**config.mk**
```make
export PLATFORM = sky130hd
export DESIGN_NAME = fetch_unit
export DESIGN_NICKNAME = d
export VERILOG_FILES = /design/src/rtl/core_pkg.sv /design/src/rtl/fetch_fifo.sv /design/src/rtl/fetch_unit.sv
export SDC_FILE = /design/constraint.sdc
export NUM_CORES = 1
export LEC_CHECK = 0
export BUFFER_PORTS_ARGS = -buffer_cell sky130_fd_sc_hd__buf_2
export CORE_ASPECT_RATIO = 0.8
export CORE_UTILIZATION = 55
export DETAILED_ROUTE_END_ITERATION = 10
export HOLD_SLACK_MARGIN = 0.06
export PLACE_DENSITY = 0.79
export SLEW_MARGIN = 20
export SYNTH_ARGS = -nofsm -noshare
export SYNTH_HDL_FRONTEND = slang
export SYNTH_SLANG_ARGS = --single-unit
```
**constraint.sdc**
```tcl
create_clock -name clock -period 5.5 [get_ports clock]
set_input_delay 0.825 -clock clock [delete_from_list [all_inputs] [get_ports clock]]
set_output_delay 0.825 -clock clock [all_outputs]
set_load 0.02 [all_outputs]
```
**src/rtl/core_pkg.sv**
```systemverilog
// Shared fetch-path constants: instruction width, NOP encoding, PC stride.
// No logic; pure declarations.
// Imported by every fetch-path module.
package core_pkg;
    localparam int INSTR_BITS = 32;
    localparam logic [INSTR_BITS-1:0] NOP = 32'h0000_0013;
    localparam int PC_INC = 4;
endpackage

```
**src/rtl/fetch_fifo.sv**
```systemverilog
// Small synchronous FIFO with flush; head is visible combinationally.
// Latency: push visible at head the cycle after the push edge.
// Backpressure: none internally; the caller must never push when full or pop when empty.
module fetch_fifo
    import core_pkg::*;
#(
    parameter int WIDTH = 16 + INSTR_BITS,
    parameter int DEPTH = 2,
    localparam int PW = $clog2(DEPTH),
    localparam int CW = PW + 1
) (
    input  logic             clock,
    input  logic             reset,
    input  logic             flush,
    input  logic             push,
    input  logic [WIDTH-1:0] push_dat,
    input  logic             pop,
    output logic [WIDTH-1:0] head_dat,
    output logic [CW-1:0]    count
);
    logic [WIDTH-1:0] mem [DEPTH];
    logic [PW-1:0]    wr_ptr;
    logic [PW-1:0]    rd_ptr;

    always_ff @(posedge clock or negedge reset) begin
        if (!reset) begin
            wr_ptr <= '0;
            rd_ptr <= '0;
            count  <= '0;
        end else if (flush) begin
            wr_ptr <= '0;
            rd_ptr <= '0;
            count  <= '0;
        end else begin
            if (push) wr_ptr <= wr_ptr + PW'(1);
            if (pop)  rd_ptr <= rd_ptr + PW'(1);
            count <= count + CW'(push) - CW'(pop);
        end
    end

    // Storage needs no reset: count gates every read of it.
    always_ff @(posedge clock) begin
        if (push && !flush) mem[wr_ptr] <= push_dat;
    end

    assign head_dat = mem[rd_ptr];
endmodule

```
**src/rtl/fetch_unit.sv**
```systemverilog
// Instruction fetch: owns the PC, issues in-order imem reads, queues {PC, instr} for decode.
// Latency: request cycle n, response n+1, presented to decode n+2 with a 1-cycle memory.
// Backpressure: credit = queue occupancy + in-flight requests, capped at DEPTH; dec_ready low stalls issue.
module fetch_unit
    import core_pkg::*;
#(
    parameter int                      ADDRESS_BITS = 16,
    parameter logic [ADDRESS_BITS-1:0] RESET_PC     = '0,
    parameter int                      DEPTH        = 2
) (
    input  logic                    clock,
    input  logic                    reset,
    output logic                    imem_req_valid,
    output logic [ADDRESS_BITS-1:0] imem_req_addr,
    input  logic                    imem_req_ready,
    input  logic                    imem_rsp_valid,
    input  logic [INSTR_BITS-1:0]   imem_rsp_data,
    output logic                    dec_valid,
    input  logic                    dec_ready,
    output logic [ADDRESS_BITS-1:0] PC,
    output logic [INSTR_BITS-1:0]   instruction,
    input  logic                    next_PC_select,
    input  logic [ADDRESS_BITS-1:0] target_PC
);
    localparam int CW = $clog2(DEPTH) + 1;
    localparam int EW = ADDRESS_BITS + INSTR_BITS;

    logic [ADDRESS_BITS-1:0] req_pc;
    logic [ADDRESS_BITS-1:0] last_pc;
    logic [ADDRESS_BITS-1:0] head_pc;
    logic [ADDRESS_BITS-1:0] rsp_pc;
    logic [INSTR_BITS-1:0]   head_instr;
    logic [EW-1:0]           q_head_dat;
    logic [CW-1:0]           occ;
    logic [CW-1:0]           outstanding;
    logic [CW-1:0]           drop;
    logic [CW-1:0]           out_next;
    logic [CW:0]             credit_use;
    logic                    fire;
    logic                    dequeue;
    logic                    redirect;
    logic                    enq;

    assign fire       = imem_req_valid & imem_req_ready;
    assign dec_valid  = (occ != '0);
    assign dequeue    = dec_valid & dec_ready;
    assign redirect   = dequeue & next_PC_select;
    assign enq        = imem_rsp_valid & (drop == '0);
    assign out_next   = outstanding + CW'(fire) - CW'(imem_rsp_valid);

    // A slot freed by this cycle's dequeue can be reused by this cycle's request.
    assign credit_use     = {1'b0, occ} + {1'b0, outstanding} - (CW+1)'(dequeue);
    assign imem_req_valid = reset & (credit_use < (CW+1)'(DEPTH));
    assign imem_req_addr  = req_pc;

    fetch_fifo #(.WIDTH(EW), .DEPTH(DEPTH)) u_instr_q (
        .clock    (clock),
        .reset    (reset),
        .flush    (redirect),
        .push     (enq),
        .push_dat ({rsp_pc, imem_rsp_data}),
        .pop      (dequeue),
        .head_dat (q_head_dat),
        .count    (occ)
    );

    // PC of every in-flight request; never flushed so wrong-path responses still retire in order.
    fetch_fifo #(.WIDTH(ADDRESS_BITS), .DEPTH(DEPTH)) u_pc_shadow (
        .clock    (clock),
        .reset    (reset),
        .flush    (1'b0),
        .push     (fire),
        .push_dat (req_pc),
        .pop      (imem_rsp_valid),
        .head_dat (rsp_pc),
        .count    (outstanding)
    );

    assign head_pc    = q_head_dat[EW-1:INSTR_BITS];
    assign head_instr = q_head_dat[INSTR_BITS-1:0];

    always_ff @(posedge clock or negedge reset) begin
        if (!reset) begin
            req_pc  <= RESET_PC;
            drop    <= '0;
            last_pc <= RESET_PC;
        end else begin
            if (redirect)  req_pc <= target_PC & ~ADDRESS_BITS'(3);
            else if (fire) req_pc <= req_pc + ADDRESS_BITS'(PC_INC);

            // Everything still in flight after this edge, including this cycle's request, is wrong-path.
            if (redirect)                           drop <= out_next;
            else if (imem_rsp_valid && drop != '0) drop <= drop - CW'(1);

            if (dec_valid) last_pc <= head_pc;
        end
    end

    assign PC          = dec_valid ? head_pc    : last_pc;
    assign instruction = dec_valid ? head_instr : NOP;
endmodule

```
==> summary.txt <==
Register area = 4610 um2
Routed WL = 11900 um
Required @ worst endpoint = 4.68 ns
First-pass GRT wire length = 18700 um
Antenna-violating nets left = 0
# clock sinks = 160
Peak VDD IR = 0.337 mV
I/O pin cnt = 120
Drt drc = 0
CP Data Arrival Time = 3.16 ns
Dpl cell area = 7090 um2
Critical path's slowest cell = dfrtp_1
Post-DR vias/cell = 5.42
Post-synthesis area per instance = 14.8 um2
H-tree depth = 4
Clk_skew = 0.0129 ns
Vias in the first global route = 3745
Final hold vios = 0
Yosys Warn Count = 0
Top layer in use = met4
Synth Flop Type = edfxtp_1
Synth top area cells = edfxtp_1 57%, dfrtp_1 16%, mux2i_1 7.4%, mux2_2 2.7%, nor2_1 2.5%
CP max stage delay = 0.47 ns
Root Buffer = clkbuf_16
Area leader, netlist = edfxtp_1
Synth Cell Area = 6370 um2
Worst hold stages = 1
Placed Instances = 676
Worst Setup End Kind = output pin
Clock power frac = 0.291
Min-delay worst type = reg -> reg
Pleak = 3.14 nW
Sequence of cells on the critical path = nor2_4 > buf_4 > inv_1 > nand2_1 > nor2_1 > fa_1 > xor2_2 > and3_2 > buf_2
Max-Cap Viols = 0
Met3 WL = 819 um
Via Count = 3838
WL met1 = 5020 um
Gr ovfl total = 0
Power Internal = 2.91 mW
First-pass DRT Iterations = 4
Seq pwr share = 0.418
Fmax = 0.251 GHz
Final setup fails = 0
CTS Buffer Depth = 2
CTS tree = built
Initial antenna violation count = 0
FP Rows = 34
Final Instance Area = 7750 um2
Fillers = 748
Period Utilization, post-route = 0.725
Total negative slack = 0 ns
Mapped Cells = 432
FF-to-FF Start = u_instr_q.count[1]$_DFF_PN0_
CP Class = reg -> out
Max-slew violation count = 0
Minimum clock period = 3.99 ns
Hpwl dp = 7310 um
Routed length on met2 = 5900 um
Register bit total from synthesis = 160
CP max FO = 60
Ant. Diodes = 0
Slew headroom = 0.460
Clock Latency Late Sink = 0.42 ns
Largest net degree at the start of global routing = 61
R2R Setup Slk = 1.76 ns
R2r endpoint = u_pc_shadow.mem[1][7]$_DFFE_PP_
Combinational Power Share = 0.291
Die Footprint = 12000 um2
Hold path start = last_pc[0]$_DFF_PN0_
Die W = 122 um
Post-synth EDFFs = 120
Asr flop ratio synth = 0.250
WL/cell = 16.8 um
Startpoint class of the critical path = register
Syn-to-layout area delta = 21.5%
CTS Hold Bufs = 0
Worst-Margin Slew = 0.808 ns
Clk slew on worst S/H paths = 0.06 ns
Register area share after synthesis = 0.722
Core Footprint = 11100 um2
Pwr dens = 561 nW/um2
Layout cells sized above 1 = 0.307
Post-CTS sizing = 0
Routability congestion estimate = 0.777
Multi-input logic area = 1660 um2
Initial core utilization = 0.576
RSZ-0062 raised after global routing = false
Area share of the largest cell type after synthesis = 0.565
Layout Cells excl Fill = 708
Hold endpoint = last_pc[0]$_DFF_PN0_
GRT Total Usage = 0.212
Final nets = 612
R2R depth = 10
Die Height = 98.3 um
Net Sw Power = 1.44 mW
Number of DRC markers in iteration 0 = 237
CTS Buf Count = 17
Synth unique cells = 35
Sw frac = 0.331
Top-count cell post-synth = edfxtp_1
Status = complete, no violations
Post-CTS Setup Bufs = 0
Synth cell count leaders = 120 x edfxtp_1, 47 x mux2i_1, 43 x nor2_1
Buffers on Ports = 115
## final cells by class
cell class / count / area share
flip-flops and latches: 160 / 0.595
multi-input cells: 241 / 0.214
repair buffers: 119 / 0.0782
clock buffers: 22 / 0.0640
well taps: 144 / 0.0233
clock inverters: 10 / 0.0199
inverters: 12 / 0.00581
## stage by stage
step	worst slack [ns]	total power, mW	hold WS (ns)	util
final	1.51	4.35	0.470	0.700
after global routing	1.28	4.57	0.483	0.700
after CTS	1.42	4.38	0.475	0.700
after detailed placement	1.51	3.10	0.461	0.641
after global placement	1.66	3.05	0.462	0.641
after floorplan	0.464	2.69	0.460	-
## kinds of logic after synthesis
group                    after synthesis  synth area share
multiplexers                          62             0.100
other                                  1          0.000588
buffers and inverters                 32            0.0208
XOR/XNOR                              12            0.0177
flip-flops                           160             0.722
adder cells (fa/ha/maj)                7            0.0149
AND/OR/NAND/NOR                      113            0.0830
AO/OA/AOI/OAI                         45            0.0402
## per-layer routing
metal / vias up / global-route usage
li1: 1815 / -
met1: 1869 / 0.273
met2: 138 / 0.341
met3: 16 / 0.0625
met4: 0 / 0.0779
met5: - / 0
## placed cells by master, fill, tap and decap left out, types with 2 or more instances in the layout
cell type / synthesis / final
mux2_2: 15 / 15
bufinv_16: 0 / 4
nor2b_1: 3 / 3
conb_1: 1 / 2
o31ai_1: 2 / 2
inv_1: 12 / 12
xor2_1: 6 / 6
edfxtp_1: 120 / 120
mux2i_1: 47 / 47
nand4_1: 2 / 2
or3_1: 7 / 7
buf_4: 2 / 4
o21ai_0: 27 / 27
and2_1: 8 / 8
xnor2_1: 5 / 5
nand4_2: 2 / 2
nor2_1: 43 / 41
clkbuf_8: 0 / 3
nand3_1: 5 / 5
a21o_1: 3 / 3
and3_1: 4 / 3
a21oi_1: 2 / 2
ha_1: 6 / 6
buf_2: 4 / 115
clkinv_2: 0 / 3
clkinvlp_4: 0 / 2
clkbuf_16: 0 / 18
nand2_1: 32 / 32
dfrtp_1: 40 / 39
a31oi_1: 9 / 9
nor3_1: 3 / 2
## flip-flops by register name, indices dropped and copies added, names as in the netlist
| name | count |
|---|---|
| imem_req_addr | 14 |
| u_instr_q.mem | 92 |
| u_pc_shadow.mem | 28 |
| u_instr_q.rd_ptr | 1 |
| u_pc_shadow.wr_ptr | 1 |
| u_instr_q.wr_ptr | 1 |
| drop | 2 |
| u_instr_q.count | 2 |
| u_pc_shadow.count | 2 |
| last_pc | 16 |
| u_pc_shadow.rd_ptr | 1 |
## worst max path at each step
| stage | endpoint | from | slack [ns] |
|---|---|---|---|
| 2_1_floorplan | u_instr_q.mem[0][0]$_DFFE_PP_ | u_instr_q.count[1]$_DFF_PN0_ | 0.46 |
| 3_3_place_gp | u_pc_shadow.mem[0][10]$_DFFE_PP_ | u_instr_q.count[1]$_DFF_PN0_ | 1.66 |
| 3_5_place_dp | u_pc_shadow.mem[0][10]$_DFFE_PP_ | u_instr_q.count[1]$_DFF_PN0_ | 1.51 |
| 4_1_cts | u_pc_shadow.mem[0][12]$_DFFE_PP_ | u_instr_q.count[0]$_DFF_PN0_ | 1.42 |
| 5_1_grt | imem_req_valid | u_instr_q.count[1]$_DFF_PN0_ | 1.28 |
| 6_report | imem_req_valid | u_instr_q.count[1]$_DFF_PN0_ | 1.51 |
## power by group through the flow
stage / Sequential, mW / Combinational (mW) / Clock, mW
after global routing: 1.85 / 1.39 / 1.33
final: 1.82 / 1.27 / 1.26
after floorplan: 1.83 / 0.856 / 0
after CTS: 1.82 / 1.28 / 1.28
after detailed placement: 1.84 / 1.26 / 0
after global placement: 1.82 / 1.23 / 0
## critical path, delay by kind of cell, from the launching register on
| kind | cells | cell delay (ns) |
|---|---|---|
| buffers and inverters | 3 | 0.91 |
| adder cells (fa/ha/maj) | 1 | 0.43 |
| XOR/XNOR | 1 | 0.32 |
| AND/OR/NAND/NOR | 4 | 0.61 |
| flip-flops | 1 | 0.47 |
(Power assumes the default switching activity.)
